[src/rtl/lsu_pkg.sv]
// Shared types and helpers for the load/store unit: op codes, FSM states,
// big-endian lane masks and op classification.
package lsu_pkg;

    typedef enum logic [3:0] {
        OP_LB  = 4'd0,
        OP_LBU = 4'd1,
        OP_LH  = 4'd2,
        OP_LHU = 4'd3,
        OP_LW  = 4'd4,
        OP_LWL = 4'd5,
        OP_LWR = 4'd6,
        OP_SB  = 4'd8,
        OP_SH  = 4'd9,
        OP_SW  = 4'd10
    } lsu_op_e;

    typedef enum logic [1:0] {
        ST_IDLE,
        ST_READ,
        ST_WRITE,
        ST_RESP
    } lsu_state_e;

    // Big-endian: byte offset 0 lives in the most significant lane.
    localparam logic [31:0] LANE0_MASK   = 32'hFF00_0000;
    localparam logic [31:0] HALF_HI_MASK = 32'hFFFF_0000;
    localparam logic [31:0] HALF_LO_MASK = 32'h0000_FFFF;

    function automatic logic [31:0] lane_mask(input logic [1:0] k);
        return LANE0_MASK >> {k, 3'b000};
    endfunction

    function automatic logic is_store(input logic [3:0] op);
        return (op == OP_SB) || (op == OP_SH) || (op == OP_SW);
    endfunction

endpackage

[src/rtl/lsu_if.sv]
// CPU-side request/response channel of the load/store unit.
interface lsu_if;
    logic        req_valid;
    logic        req_ready;
    logic [3:0]  req_op;
    logic [31:0] req_addr;
    logic [31:0] req_wdata;
    logic        resp_valid;
    logic [31:0] resp_rdata;
    logic        resp_fault;

    modport master (
        output req_valid, req_op, req_addr, req_wdata,
        input  req_ready, resp_valid, resp_rdata, resp_fault
    );

    modport slave (
        input  req_valid, req_op, req_addr, req_wdata,
        output req_ready, resp_valid, resp_rdata, resp_fault
    );
endinterface

[src/rtl/lsu_lane_merge.sv]
// Pure datapath: extracts/extends load results and merges sub-word store data
// into a memory word, keeping the FSM free of lane arithmetic.
module lsu_lane_merge
    import lsu_pkg::*;
(
    input  logic [3:0]  op,
    input  logic [1:0]  offset,
    input  logic [31:0] word,
    input  logic [31:0] wdata,
    output logic [31:0] load_data,
    output logic [31:0] store_data
);

    logic [4:0]  sh_left;
    logic [4:0]  sh_right;
    logic [7:0]  byte_val;
    logic [15:0] half_val;
    logic [31:0] bmask;
    logic [31:0] hmask;

    // NOTE: every always_comb output gets a default first so no path can infer a latch.
    always_comb begin
        sh_left    = {offset, 3'b000};
        sh_right   = {~offset, 3'b000};
        byte_val   = 8'(word >> sh_right);
        half_val   = offset[1] ? word[15:0] : word[31:16];
        bmask      = lane_mask(offset);
        hmask      = offset[1] ? HALF_LO_MASK : HALF_HI_MASK;
        load_data  = '0;
        store_data = wdata;

        case (op)
            OP_LB:   load_data = {{24{byte_val[7]}}, byte_val};
            OP_LBU:  load_data = {24'd0, byte_val};
            OP_LH:   load_data = {{16{half_val[15]}}, half_val};
            OP_LHU:  load_data = {16'd0, half_val};
            OP_LW:   load_data = word;
            // Unaligned loads keep the rt bytes the memory word does not cover.
            OP_LWL:  load_data = (word << sh_left) | (wdata & ~(32'hFFFF_FFFF << sh_left));
            OP_LWR:  load_data = (word >> sh_right) | (wdata & ~(32'hFFFF_FFFF >> sh_right));
            default: load_data = '0;
        endcase

        case (op)
            OP_SB:   store_data = (word & ~bmask) | ({4{wdata[7:0]}} & bmask);
            OP_SH:   store_data = (word & ~hmask) | ({2{wdata[15:0]}} & hmask);
            default: store_data = wdata;
        endcase
    end

endmodule

[src/rtl/load_store_unit.sv]
// MIPS load/store unit: converts byte/half/word/unaligned accesses into word
// reads and writes on a combinational-read data memory, with fault detection.
module load_store_unit
    import lsu_pkg::*;
#(
    parameter logic [31:0] ADDR_LIMIT = 32'h0000_4000
) (
    input  logic        clk,
    input  logic        reset,
    lsu_if.slave        cpu,
    output logic [31:0] mem_address,
    output logic [31:0] mem_write_data,
    output logic        mem_write,
    output logic        mem_read,
    input  logic [31:0] mem_read_data
);

    lsu_state_e  state;
    logic [3:0]  op_q;
    logic [31:0] addr_q;
    logic [31:0] wdata_q;
    logic [31:0] word_q;
    logic [31:0] rdata_q;
    logic        fault_q;

    logic        accept;
    logic        req_fault;
    logic        in_read;
    logic        in_write;
    logic [31:0] merge_word;
    logic [31:0] load_data;
    logic [31:0] store_data;

    assign accept = cpu.req_valid && cpu.req_ready;

    always_comb begin
        req_fault = 1'b0;
        case (cpu.req_op)
            OP_LH, OP_LHU, OP_SH:                     req_fault = cpu.req_addr[0];
            OP_LW, OP_SW:                             req_fault = |cpu.req_addr[1:0];
            OP_LB, OP_LBU, OP_LWL, OP_LWR, OP_SB:     req_fault = 1'b0;
            default:                                  req_fault = 1'b1;
        endcase
        if (cpu.req_addr >= ADDR_LIMIT) begin
            req_fault = 1'b1;
        end
    end

    // Loads extract straight from the live read data; stores merge the captured word.
    assign merge_word = (state == ST_READ) ? mem_read_data : word_q;

    lsu_lane_merge u_lane_merge (
        .op         (op_q),
        .offset     (addr_q[1:0]),
        .word       (merge_word),
        .wdata      (wdata_q),
        .load_data  (load_data),
        .store_data (store_data)
    );

    // NOTE: sequential state uses non-blocking assignments so every register sees pre-edge values.
    always_ff @(posedge clk) begin
        if (reset) begin
            state   <= ST_IDLE;
            op_q    <= '0;
            addr_q  <= '0;
            wdata_q <= '0;
            word_q  <= '0;
            rdata_q <= '0;
            fault_q <= 1'b0;
        end else begin
            case (state)
                ST_IDLE: begin
                    if (accept) begin
                        op_q    <= cpu.req_op;
                        addr_q  <= cpu.req_addr;
                        wdata_q <= cpu.req_wdata;
                        rdata_q <= '0;
                        fault_q <= req_fault;
                        if (req_fault) begin
                            state <= ST_RESP;
                        end else if (cpu.req_op == OP_SW) begin
                            state <= ST_WRITE;
                        end else begin
                            state <= ST_READ;
                        end
                    end
                end
                ST_READ: begin
                    word_q <= mem_read_data;
                    if (is_store(op_q)) begin
                        state <= ST_WRITE;
                    end else begin
                        rdata_q <= load_data;
                        state   <= ST_RESP;
                    end
                end
                ST_WRITE: state <= ST_RESP;
                ST_RESP:  state <= ST_IDLE;
                default:  state <= ST_IDLE;
            endcase
        end
    end

    // NOTE: outputs are gated by reset combinationally so nothing leaks (notably a
    // write strobe) during the cycle reset is raised before the state register clears.
    assign in_read  = (state == ST_READ)  && !reset;
    assign in_write = (state == ST_WRITE) && !reset;

    assign cpu.req_ready  = (state == ST_IDLE) && !reset;
    assign cpu.resp_valid = (state == ST_RESP) && !reset;
    assign cpu.resp_fault = cpu.resp_valid && fault_q;
    assign cpu.resp_rdata = cpu.resp_valid ? rdata_q : 32'd0;

    assign mem_read       = in_read;
    assign mem_write      = in_write;
    assign mem_address    = (in_read || in_write) ? {addr_q[31:2], 2'b00} : 32'd0;
    assign mem_write_data = in_write ? store_data : 32'd0;

endmodule

[src/flat_wrapper.sv]
// flat-port wrapper written by rule: the top's interface ports become plain ports
module load_store_unit_flat import lsu_pkg::*;
#(
    parameter logic [31:0] ADDR_LIMIT = 32'h0000_4000
)
  (clk, reset, mem_address, mem_write_data, mem_write, mem_read, mem_read_data, cpu_req_valid, cpu_req_op, cpu_req_addr, cpu_req_wdata, cpu_req_ready, cpu_resp_valid, cpu_resp_rdata, cpu_resp_fault);
  lsu_if cpu_i ();
  input  logic clk;
  input  logic reset;
  output logic [31:0] mem_address;
  output logic [31:0] mem_write_data;
  output logic mem_write;
  output logic mem_read;
  input  logic [31:0] mem_read_data;
  input wire logic [$bits(cpu_i.req_valid)-1:0] cpu_req_valid;
  input wire logic [$bits(cpu_i.req_op)-1:0] cpu_req_op;
  input wire logic [$bits(cpu_i.req_addr)-1:0] cpu_req_addr;
  input wire logic [$bits(cpu_i.req_wdata)-1:0] cpu_req_wdata;
  output wire logic [$bits(cpu_i.req_ready)-1:0] cpu_req_ready;
  output wire logic [$bits(cpu_i.resp_valid)-1:0] cpu_resp_valid;
  output wire logic [$bits(cpu_i.resp_rdata)-1:0] cpu_resp_rdata;
  output wire logic [$bits(cpu_i.resp_fault)-1:0] cpu_resp_fault;
  assign cpu_i.req_valid = cpu_req_valid;
  assign cpu_i.req_op = cpu_req_op;
  assign cpu_i.req_addr = cpu_req_addr;
  assign cpu_i.req_wdata = cpu_req_wdata;
  assign cpu_req_ready = cpu_i.req_ready;
  assign cpu_resp_valid = cpu_i.resp_valid;
  assign cpu_resp_rdata = cpu_i.resp_rdata;
  assign cpu_resp_fault = cpu_i.resp_fault;
  load_store_unit #(.ADDR_LIMIT(ADDR_LIMIT)) u_core (.clk(clk), .reset(reset), .cpu(cpu_i), .mem_address(mem_address), .mem_write_data(mem_write_data), .mem_write(mem_write), .mem_read(mem_read), .mem_read_data(mem_read_data));
endmodule
[config.mk]
export PLATFORM = sky130hd
export DESIGN_NAME = load_store_unit_flat
export DESIGN_NICKNAME = d
export VERILOG_FILES = /design/src/rtl/lsu_pkg.sv /design/src/rtl/lsu_if.sv /design/src/rtl/lsu_lane_merge.sv /design/src/rtl/load_store_unit.sv /design/src/flat_wrapper.sv
export SDC_FILE = /design/constraint.sdc
export NUM_CORES = 1
export LEC_CHECK = 0
export CAP_MARGIN = 10
export CORE_MARGIN = 2
export CORE_UTILIZATION = 44
export CTS_CLUSTER_SIZE = 12
export DETAILED_ROUTE_END_ITERATION = 10
export HOLD_SLACK_MARGIN = 0.12
export PLACE_DENSITY = 0.73
export SLEW_MARGIN = 20
export SYNTH_ARGS = -nofsm -noshare
export SYNTH_HDL_FRONTEND = slang
export SYNTH_SLANG_ARGS = --single-unit
[constraint.sdc]
create_clock -name clk -period 2.65 [get_ports clk]
set_input_delay 0.53 -clock clk [delete_from_list [all_inputs] [get_ports clk]]
set_output_delay 0.53 -clock clk [all_outputs]
set_load 0.005 [all_outputs]
# Word-level counts from Yosys, hierarchy flattened
# Cells that the tools add are included.
# word_totals
ff_bits	135
in_bits	103
# classes
order_cmp	1
n_eq_ne	23
shifts	5
n_mux	18
bitwise	15
n_reduce_logical	20
# op_table
cell	count
two-way mux 32 bit	7
case mux 32 bit (7 select lines)	1
bitwise AND 32 bit	6
NOT 32 bit	4
OR 32 bit	4
case mux 32 bit (2 select lines)	2
right shift 32 x 5 -> 32 bit (first input constant)	2
>= comparator 32 x 15 -> 1 bit (second input constant)	1
<< shifter 32 x 5 -> 32 bit	1
<< shifter 32 x 5 -> 32 bit (first input constant)	1
right shift 32 x 5 -> 32 bit	1
== test 4 x 3 -> 1 bit (second input constant)	6
== test 4 bit (second input constant)	6
== test 4 x 2 -> 1 bit (second input constant)	4
two-way mux 16 bit	1
== test 4 x 1 -> 1 bit (second input constant)	2
zero test 4 bit	2
case mux 2 bit (4 select lines)	1
logical AND 1 bit	6
two-way mux 2 bit	3
OR reduction 5 bit	1
== test 2 bit (second input constant)	2
OR reduction 2 bit	2
logical OR 1 bit	3
other kinds (12)	13

# Depth between registers and ports, before layout
# logic_depth
ltp_word	8
depth_mapped	10

# Cells and area by module
# A second synthesis with hierarchy kept.
# unflattened
cells_unflattened	1040
area_unflattened_um2	8608.3
# by_module_without_submodules
module	instances	cells_each	area_each_um2	seq_area_each_um2
load_store_unit	1	703	5964.5	2702.6
lsu_lane_merge	1	337	2643.8	0.0

# Worst setup path after synthesis
# OpenSTA, ideal clock, no wires.
# synth_path
path_type	register -> output
startpoint	reg u_core.state[1]
endpoint	out mem_write_data[26]
t_arrival_ns	1.895
required_time_ns	2.120
setup_slack_ns	0.225
path_stages_with_launch	9
cell_sequence	dfxtp_1 -> inv_1 -> ha_1 -> buf_6 -> buf_2 -> buf_2 -> mux2_2 -> a221oi_1 -> a21oi_1
# synth_via
elab_chain_len	6
elab_cells_between_ends	10
classes_between	2 x eq/ne; 3 x mux; 4 x bitwise; 1 x reduce/logical
# synth_rtl
element	line_no	source
from (decl)	load_store_unit.sv:18	lsu_state_e state;
from (signal assigned)	load_store_unit.sv:64	state <= ST_IDLE;
from (signal assigned)	load_store_unit.sv:81	state <= ST_RESP;
from (signal assigned)	load_store_unit.sv:83	state <= ST_WRITE;
== test 2 x 1 -> 1 bit	load_store_unit.sv:50	assign merge_word = (state == ST_READ) ? mem_read_data : word_q;
two-way mux 32 bit	n/a	
bitwise AND 32 bit, on equally long branches	lsu_lane_merge.sv:46, lsu_lane_merge.sv:45	
OR 32 bit, on equally long branches	lsu_lane_merge.sv:46, lsu_lane_merge.sv:45	
case mux 32 bit (2 select lines)	lsu_lane_merge.sv:44	case (op)
two-way mux 32 bit (*)	load_store_unit.sv:118	assign mem_write_data = in_write ? store_data : 32'd0;
to (decl)	flat_wrapper.sv:11	output logic [31:0] mem_write_data;
# Every way passes the cells marked *; elsewhere a longest branch is shown, timed or not.

# Worst setup path in the final report
# layout_path
startpoint	reg u_core.state[1]
endpoint	out mem_write_data[20]
# Same word-level chain as after synthesis.

==> flow_summary_export.csv <==
group,metric,value,unit
worst_hold_path,hp-start,"u_core.rdata_q[12]",
floorplan,coreArea,18090,um^2
critical_path,reg2reg_slack,50,ps
worst_hold_path,holdCritPathClass,"reg -> reg",
clock_network,cts.htree.levels,4,
timing,period_needed,2733,ps
synthesis,synth_flop_cell,"dfxtp_1",
drt,drc_errors,0,
critical_path,worstSetupPathType,"reg -> out",
pwr,leakage,5.651,nW
critical_path,crit_slowest_cell,"dfxtp_2",
timing,setup_viol,15,
critical_path,reg2reg_depth,11,
critical_path,worst_r2r_startpoint,"u_core.state[1]",
critical_path,regToRegEndpoint,"u_core.rdata_q[14]",
global_route,grt_usage,0.3529,
timing,skew,10.18,ps
synthesis,ys_seq_area_frac,0.3302,
timing,rsz0062_at_grt,"true",
clock_network,clk_pin_slew,60,ps
synthesis,yosysUniqueCellTypes,60,
pwr,power.total,11.29,mW
layout,multi_input_area,5528,um^2
floorplan,dieArea,19710,um^2
synthesis,synth_warnings,0,
synthesis,syn_inst,1057,
clock_network,cts_sinks,135,
critical_path,cpPeakStageDelay,320,ps
drt,postRouteAntennaNets,0,
global_route,grt_pass1_wl,53660,um
floorplan,start_util,0.4526,
timing,post-route-period-util,1.031,
status,violations,"negative setup slack",
clock_network,cts_root_buf,"clkbuf_16",
pwr,p_per_area,890.5,nW/um^2
layout,insertedDiodeCount,0,
placed_design,hpwl,25630,um
global_route,overflow,0,
drt,first_iter_violations,930,
drt,drt-total-wl,35890,um
timing,hold_viol,0,
critical_path,cp-end-kind,"output pin",
critical_path,worst_ep_required_time,2120,ps
critical_path,cp.arrival,2200,ps
critical_path,worstPathMaxFanout,8,
layout,fillCellCount,1473,
clock_network,cts_tree,"built",
clock_network,clock_path_buffers,2,
synthesis,synth_area,8185,um^2
drt,wire_per_inst,22.32,um
critical_path,path_delay_family,"buffers and inverters",
floorplan,dieWidth,140.4,um
synthesis,synthArstFlopShare,0,
critical_path,path_cells,"inv_2 -> ha_4 -> buf_12 -> buf_6 -> buf_6 -> mux2i_4 -> nand2_1 -> o211ai_1 -> a21oi_2 -> buf_2",
timing,hold_ws,447.8,ps
worst_hold_path,hold-path-cell-count,2,
placed_design,io_buffers,201,
timing,worst_pin_slew,656.0,ps
run,drv_cap,0,
floorplan,io_pins,204,
timing,slew_headroom,0.5610,
layout,area_delta_synth_final,54.82,%
placed_design,routabilityCongestion,1.034,
timing,fin_ws,-83.08,ps
drt,dr.pass1.iters,7,
clock_network,cts_made_buffers,17,
status,outcome,"complete, but fails checks",
timing,slew_viol_final,0,
critical_path,worstSetupStartpointType,"register",
worst_hold_path,hold_path_end,"u_core.rdata_q[12]",
floorplan,die_h,140.4,um
global_route,grt_pass1_vias,9300,
synthesis,syn_avg_cell_area,7.744,um^2
critical_path,cpMostUsedCell,"buf_6",
drt,vias,9764,
global_route,grt_max_degree,62,
global_route,grt_antenna_before_repair,0,
drt,vias_per_cell,6.072,
pwr,ir_drop,551.0,uV
critical_path,crit_buf_inv,5,
synthesis,synth-edff-count,0,
layout,seqCellArea,2709,um^2
timing,clock.fmax,365.9,MHz
synthesis,synth-seq-cells,135,
clock_network,clk_latency,430,ps
floorplan,rows,49,
layout,nNetsFinal,1474,
layout,drive_gt1_frac,0.2553,
worst max-delay path by stage:
stage / startpoint / end / slack, ps / cells after the start
after floorplan: u_core.state[1] / mem_write_data[26] / 230 / 8
after global placement: mem_read_data[19] / mem_write_data[19] / -100 / 7
after detailed placement: mem_read_data[15] / mem_write_data[15] / -110 / 6
after CTS: u_core.state[1] / mem_write_data[28] / -140 / 10
after global routing: u_core.state[1] / mem_write_data[25] / -130 / 9
final: u_core.state[1] / mem_write_data[20] / -80 / 10
where the power goes:
group	switching (mW)	leakage, nW	internal [mW]
Combinational	3.04	4.26	2.94
Sequential	0.420	1.10	2.41
Clock	0.992	0.290	1.48
tightest hold or removal path, cell delays in order (launching register included):
cell and delay [ps]:
dfxtp_1 310, nand2_1 50, o21ai_1 50
Yosys cell counts (all sizes together) (17+ instances only):
| library cell | number | area [um^2] |
|---|---|---|
| a21oi | 74 | 370.4 |
| a221oi | 17 | 148.9 |
| and2 | 35 | 219.0 |
| buf | 32 | 168.9 |
| clkbuf | 62 | 232.7 |
| dfxtp | 135 | 2703 |
| mux2 | 18 | 217.7 |
| mux2i | 40 | 400.4 |
| nand2 | 193 | 724.4 |
| nand3b | 60 | 450.4 |
| nor2 | 83 | 311.6 |
| nor2b | 40 | 250.2 |
| o21a | 20 | 150.1 |
| o21ai | 38 | 190.2 |
| o22ai | 23 | 143.9 |
through the flow:
step / instances / setup TNS [ps] / setup slack, ps / util / area, um^2
final: 1608 / -473.5 / -83.08 / 0.7007 / 12670
after global routing: 1608 / -1615 / -131.1 / 0.7007 / 12670
after CTS: 1605 / -607.3 / -141.8 / 0.6925 / 12520
after detailed placement: 1534 / -858.4 / -112.4 / 0.6212 / 11240
after global placement: 1534 / -822.3 / -104.5 / 0.6212 / 11240
after floorplan: 1058 / 0 / 225.3 / - / 8189
state kept, by name (all words and copies together) (netlist names):
name            cells
u_core.op_q         4
u_core.state        2
u_core.fault_q      1
u_core.wdata_q     32
u_core.addr_q      32
u_core.rdata_q     32
u_core.word_q      32
routing by layer:
metal,global-route usage,wire [um],up-vias
li1,-,-,4410
met1,0.4771,14750,4637
met2,0.5374,15680,609
met3,0.08855,4084,108
met4,0.1467,1382,0
met5,0,0,-
cell type report:
cell class / count / area share
multi-input combinational: 811 / 0.4362
timing repair buffer: 384 / 0.2745
sequential: 135 / 0.2138
clock buffer: 17 / 0.03357
tap: 229 / 0.02261
clock inverter: 14 / 0.01392
inverter: 18 / 0.005430
placed cells by master, fill, tap and decap left out, drive strengths merged, types with 12 or more instances in the layout:
| master | synthesis | routed |
|---|---|---|
| a221oi | 17 | 17 |
| and2 | 35 | 35 |
| nand3b | 60 | 60 |
| dfxtp | 135 | 135 |
| nor3 | 12 | 12 |
| a21oi | 74 | 74 |
| dlygate4sd2 | 0 | 28 |
| clkbuf | 62 | 24 |
| buf | 32 | 207 |
| nor2b | 40 | 40 |
| inv | 16 | 19 |
| nand2 | 193 | 193 |
| nor2 | 83 | 83 |
| mux2i | 40 | 40 |
| dlymetal6s2s | 0 | 27 |
| o22ai | 23 | 23 |
| o21a | 20 | 20 |
| mux2 | 18 | 18 |
| a222oi | 15 | 15 |
| o211ai | 16 | 16 |
| clkdlybuf4s50 | 0 | 111 |
| o21ai | 38 | 38 |
what timing repair did:
item / 4_1_cts / 5_1_grt
gates resized for setup: 232 / 79
gates cloned: 4 / 0
buffers inserted: 42 / 9
endpoints found under the setup margin: 67 / 99
hold buffers: 0 / 0
pin swaps: 45 / 37
cells by family after synthesis:
| group | synth area share |
|---|---|
| AND/OR/NAND/NOR | 0.2891 |
| AO/OA/AOI/OAI | 0.2221 |
| flip-flops | 0.3302 |
| buffers and inverters | 0.05732 |
| multiplexers | 0.09477 |
| adder cells (fa/ha/maj) | 0.006115 |
| other | 0.0004581 |
No activity file was read; power rests on OpenSTA's default activity.
